`config.mk`:
```
export PLATFORM = sky130hd
export DESIGN_NAME = regfile_sb_flat
export DESIGN_NICKNAME = d
export VERILOG_FILES = /design/src/rtl/regfile_sb_if.sv /design/src/rtl/regfile_sb.sv /design/src/flat_wrapper.sv
export SDC_FILE = /design/constraint.sdc
export NUM_CORES = 2
export LEC_CHECK = 0
export CORE_AREA = 2 2 447 449
export CTS_CLUSTER_SIZE = 8
export DETAILED_ROUTE_END_ITERATION = 10
export DIE_AREA = 0 0 449 451
export PLACE_DENSITY_LB_ADDON = 0.15
export SYNTH_ARGS = -nofsm -noshare
export SYNTH_HDL_FRONTEND = slang
export SYNTH_SLANG_ARGS = --single-unit
```
`constraint.sdc`:
```
create_clock -name clk -period 4.2 [get_ports clk]
set_input_delay 0.42 -clock clk [delete_from_list [all_inputs] [get_ports clk]]
set_output_delay 0.42 -clock clk [all_outputs]
set_load 0.03 [all_outputs]
```
`src/rtl/regfile_sb_if.sv`:
```
// Bus bundle for regfile_sb: read ports, issue/writeback strobes and debug view.
// The master side drives indices and strobes; the slave side returns data and hazards.
interface regfile_sb_if #(
    parameter int XLEN  = 32,
    parameter int NREGS = 32,
    parameter int NRP   = 2
);
    localparam int AW = $clog2(NREGS);

    logic [NRP-1:0][AW-1:0]     rs_index;
    logic [NRP-1:0][XLEN-1:0]   rs_out;
    logic [NRP-1:0]             rs_busy;
    logic                       iss_valid;
    logic [AW-1:0]              iss_rd;
    logic                       wb_valid;
    logic [AW-1:0]              wb_rd;
    logic [XLEN-1:0]            wb_data;
    logic                       stall;
    logic [NREGS-1:0][XLEN-1:0] debug_registers;

    modport master (
        output rs_index, iss_valid, iss_rd, wb_valid, wb_rd, wb_data,
        input  rs_out, rs_busy, stall, debug_registers
    );

    modport slave (
        input  rs_index, iss_valid, iss_rd, wb_valid, wb_rd, wb_data,
        output rs_out, rs_busy, stall, debug_registers
    );
endinterface

```
`src/rtl/regfile_sb.sv`:
```
// Register file with per-register busy (scoreboard) bits and NRP combinational read ports.
// Optional macro REGFILE_BYPASS_EN forwards same-cycle writeback data to the read ports.
module regfile_sb #(
    parameter int XLEN  = 32,
    parameter int NREGS = 32,
    parameter int NRP   = 2
) (
    input  logic         clk,
    input  logic         rst,
    regfile_sb_if.slave  bus
);
    logic [NREGS-1:0][XLEN-1:0] regs_q, regs_d;
    logic [NREGS-1:0]           busy_q, busy_d;

    // Issue is applied after writeback so a same-index collision leaves busy set.
    always_comb begin
        regs_d = regs_q;
        busy_d = busy_q;
        if (bus.wb_valid && bus.wb_rd != '0) begin
            regs_d[bus.wb_rd] = bus.wb_data;
            busy_d[bus.wb_rd] = 1'b0;
        end
        if (bus.iss_valid && bus.iss_rd != '0) begin
            busy_d[bus.iss_rd] = 1'b1;
        end
        regs_d[0] = '0;
        busy_d[0] = 1'b0;
    end

    always_ff @(posedge clk) begin
        if (rst) begin
            regs_q <= '0;
            busy_q <= '0;
        end else begin
            regs_q <= regs_d;
            busy_q <= busy_d;
        end
    end

    // Index 0 is decoded explicitly so x0 reads as zero even before any reset.
    always_comb begin
        bus.rs_out  = '0;
        bus.rs_busy = '0;
        for (int unsigned p = 0; p < NRP; p++) begin
            if (!rst && bus.rs_index[p] != '0) begin
                bus.rs_out[p]  = regs_q[bus.rs_index[p]];
                bus.rs_busy[p] = busy_q[bus.rs_index[p]];
`ifdef REGFILE_BYPASS_EN
                if (bus.wb_valid && bus.wb_rd == bus.rs_index[p]) begin
                    bus.rs_out[p]  = bus.wb_data;
                    bus.rs_busy[p] = 1'b0;
                end
`endif
            end
        end
    end

    assign bus.stall = |bus.rs_busy;

    always_comb begin
        bus.debug_registers    = regs_q;
        bus.debug_registers[0] = '0;
        if (rst) begin
            bus.debug_registers = '0;
        end
    end
endmodule

```
`src/flat_wrapper.sv`:
```
// flat-port wrapper written by rule: the top's interface ports become plain ports
module regfile_sb_flat 
#(
    parameter int XLEN  = 32,
    parameter int NREGS = 32,
    parameter int NRP   = 2
)
  (clk, rst, bus_rs_index, bus_iss_valid, bus_iss_rd, bus_wb_valid, bus_wb_rd, bus_wb_data, bus_rs_out, bus_rs_busy, bus_stall, bus_debug_registers);
  regfile_sb_if #(.XLEN(XLEN), .NREGS(NREGS), .NRP(NRP)) bus_i ();
  input  logic clk;
  input  logic rst;
  input wire logic [$bits(bus_i.rs_index)-1:0] bus_rs_index;
  input wire logic [$bits(bus_i.iss_valid)-1:0] bus_iss_valid;
  input wire logic [$bits(bus_i.iss_rd)-1:0] bus_iss_rd;
  input wire logic [$bits(bus_i.wb_valid)-1:0] bus_wb_valid;
  input wire logic [$bits(bus_i.wb_rd)-1:0] bus_wb_rd;
  input wire logic [$bits(bus_i.wb_data)-1:0] bus_wb_data;
  output wire logic [$bits(bus_i.rs_out)-1:0] bus_rs_out;
  output wire logic [$bits(bus_i.rs_busy)-1:0] bus_rs_busy;
  output wire logic [$bits(bus_i.stall)-1:0] bus_stall;
  output wire logic [$bits(bus_i.debug_registers)-1:0] bus_debug_registers;
  assign bus_i.rs_index = bus_rs_index;
  assign bus_i.iss_valid = bus_iss_valid;
  assign bus_i.iss_rd = bus_iss_rd;
  assign bus_i.wb_valid = bus_wb_valid;
  assign bus_i.wb_rd = bus_wb_rd;
  assign bus_i.wb_data = bus_wb_data;
  assign bus_rs_out = bus_i.rs_out;
  assign bus_rs_busy = bus_i.rs_busy;
  assign bus_stall = bus_i.stall;
  assign bus_debug_registers = bus_i.debug_registers;
  regfile_sb #(.XLEN(XLEN), .NREGS(NREGS), .NRP(NRP)) u_core (.clk(clk), .rst(rst), .bus(bus_i));
endmodule
```
==> impl_metrics.tcl <==
set metrics [dict create \
    status "finished, final reports clean" \
    grt_pass1_vias 52690 \
    synthAdderAreaFrac 0 \
    crit_buf_inv 4 \
    clock_latency_ns 0.79 \
    ios 1147 \
    gp_congestion 0.9881 \
    synth-seq-cells 1023 \
    num_rows 164 \
    place_inst 9967 \
    final_nets 7518 \
    synth_flop_cell "dfxtp_1" \
    switching_share 0.2737 \
    grt_first_pass_wirelength_um 461400 \
    fp.dieW_um 449 \
    vias_per_cell 5.640 \
    synth_compound_area_frac 0.1113 \
    synthArstFlopShare 0 \
    intPower_uw 16870 \
    path_cells "buf_8 > buf_12 > buf_4 > mux4_2 > mux4_2 > a32o_1 > buf_4" \
    rsz0062_at_grt "false" \
    cts_setup_buffers 0 \
    dr.first_iter.drc_count 7666 \
    critPathArrivalTime_ns 3.48 \
    portBuffers 1114 \
    p_sw_uw 6358 \
    clkTransAtPathRegs_ns 0.05 \
    yosys.area_share.simple 0.2447 \
    yosysTopAreaCell "dfxtp_1" \
    synth_commonest_cells "nand2_1 (2027), dfxtp_1 (1023), nor2b_1 (1000)" \
    holdBufCountCts 0 \
    p_per_area_nw_per_um2 305.1 \
    critPathMaxStageDelay_ns 0.56 \
    clockBufferDepth 3 \
    synthXorXnorAreaFrac 0 \
    route.detailed.drc 0 \
    cts_root_buf "clkbuf_16" \
    start_kind "primary input" \
    finalSetupTns_ns 0 \
    start_util 0.2958 \
    synth.most_common_cell "nand2_1" \
    tightest_slew_ns 1.219 \
    crit_required_ns 3.78 \
    fin_skew_ns 0 \
    post_cts_resized 0 \
    sequentialPowerShare 0.427 \
    avgRoutedWirePerCell_um 33.58 \
    firstDrtPassIters 5 \
    hold_violations 0 \
    vias 57350 \
    dp_hpwl_um 259200 \
    core_area_sq_um 198200 \
    muxShareOfSynthArea 0.2401 \
    finalWirelength_um 341500 \
    synth-edff-count 0 \
    synth.top_cells.by_area "dfxtp_1 (35%), mux4_2 (22%), nand2_1 (13%)" \
    synthDominantCellAreaShare 0.3492 \
    area_growth_pct 29.86 \
    synthDistinctLibCells 38 \
    postRouteAntennaNets 0 \
    power_frac_clock 0.484 \
    fmax_ghz 0.2567 \
    htree_levels 4 \
    critical_path.top_delay_family "buffers and inverters" \
    cts_tree "done" \
    hold_path_class "in2reg" \
    track_usage 0.3231 \
    relSlewSlack 0.1842 \
    irDropWorstVdd_mv 0.4171 \
    leakagePower_uw 0.02450 \
    gr-total-overflow 0 \
    drive_above_1_share 0.1527 \
    finalCritPeriodShare 0.9277 \
    ys_warn_count 0 \
    setup_viol 0 \
    synth_area_sq_um 58640 \
    synth.avg_cell_area_sq_um 8.724 \
    fillers 19870 \
    final-instance-count-excl-fill 10170 \
    comb_power_share 0.089 \
    netlist_instances 6722 \
    cts_sinks 1023 \
    worst_setup_path_end_kind "primary output" \
    cap_violations 0 \
    numCtsBuffers 149 \
    final_max_slew_viol_count 0 \
    die_h_um 451 \
    cp_max_fo 43 \
    worstSetupPathType "in2out" \
    synth_top_family_by_area "simple AND/OR/NAND/NOR gates" \
    grt_max_degree 190 \
    die-area_sq_um 202500 \
    ys_seq_area_frac 0.3492 \
    antenna_found_initial 38 \
    fin_crit_ns 3.896 \
    cpMaxStageDelayCell "mux4_2" \
]
cell usage in the layout, fill, tap and decap left out, types with 5 or more instances in the layout:
cell type,Yosys,final
conb_1,1,32
nor2_1,71,44
a21oi_1,992,992
or2_2,7,7
mux2i_1,8,8
mux2_2,68,68
buf_4,54,178
buf_2,39,28
diode_2,0,19
nor2_4,0,27
nand2b_1,5,5
clkbuf_16,0,149
mux4_2,576,576
nand2_1,2027,1998
nand2_2,0,29
nor2b_1,1000,998
dfxtp_1,1023,1023
a22oi_1,31,31
a22o_1,64,64
clkbuf_1,586,12
clkbuf_8,0,6
buf_12,2,42
and2_1,9,5
mux4_1,10,10
a32o_1,64,64
clkdlybuf4s50_1,0,1036
kinds of logic (layout without fill, tap and decap cells):
group                  Yosys count  in the layout
flip-flops                    1023           1023
buffers and inverters          737           1477
AND/OR/NAND/NOR               3132           3132
other                            1             51
AO/OA/AOI/OAI                 1167           1167
multiplexers                   662            662
registers in the layout (all words and copies together) (netlist names):
register,count
u_core.busy_q,31
u_core.regs_q,992
layer usage:
metal | vias to the layer above | routed length, um | global-route usage
met5 | - | 34 | 0
met4 | 6 | 20330 | 0.1732
met3 | 488 | 30520 | 0.06136
met2 | 3362 | 144100 | 0.4652
met1 | 29070 | 146500 | 0.4547
li1 | 24420 | - | -
power groups by stage:
| stage | Sequential [uW] | Clock [uW] | Combinational [uW] |
|---|---|---|---|
| 6_report | 9920 | 11200 | 2070 |
| 3_5_place_dp | 10100 | 0 | 2060 |
| 2_1_floorplan | 10000 | 0 | 1350 |
| 4_1_cts | 9910 | 11400 | 2060 |
| 5_1_grt | 9910 | 11700 | 2160 |
| 3_3_place_gp | 10100 | 0 | 2040 |
cell type report:
| type | count | area (sq um) | share of cell area |
|---|---|---|---|
| multi-input cells | 4993 | 35380 | 0.4646 |
| flip-flops and latches | 1023 | 20480 | 0.2689 |
| repair buffers | 1292 | 12800 | 0.1681 |
| clock buffers | 167 | 3856 | 0.05064 |
| well taps | 2656 | 3323 | 0.04364 |
| clock inverters | 15 | 247.7 | 0.003253 |
| diodes | 19 | 47.55 | 0.0006244 |
| inverters | 3 | 11.26 | 0.0001479 |
worst paths after layout:
path / from / to / slack [ns] / cells past startpoint
max: bus_rs_index[0] / bus_rs_out[27] / 0.30 / 7
max reg2reg: u_core.regs_q[142]$_SDFFE_PP0P_ / u_core.regs_q[142]$_SDFFE_PP0P_ / 3.27 / 2
min reg2reg: u_core.regs_q[426]$_SDFFE_PP0P_ / u_core.regs_q[426]$_SDFFE_PP0P_ / 0.48 / 2
min: rst / u_core.regs_q[1008]$_SDFFE_PP0P_ / 0.01 / 2
through the flow:
| step | hold WS [ns] | area [sq um] | util | total power (uW) | setup slack, ns |
|---|---|---|---|---|---|
| floorplan | 0.4499 | 58760 | - | 11380 | 0.5199 |
| global placement | 0.4631 | 72000 | 0.3632 | 12150 | 0.2200 |
| detailed placement | 0.4706 | 72000 | 0.3632 | 12160 | 0.2363 |
| CTS | 0.02803 | 76100 | 0.3839 | 23340 | 0.1967 |
| global route | 0.03550 | 76120 | 0.3840 | 23790 | 0.2016 |
| finish | 0.01105 | 76150 | 0.3842 | 23230 | 0.3038 |
Power figures use the tool's default switching activity.
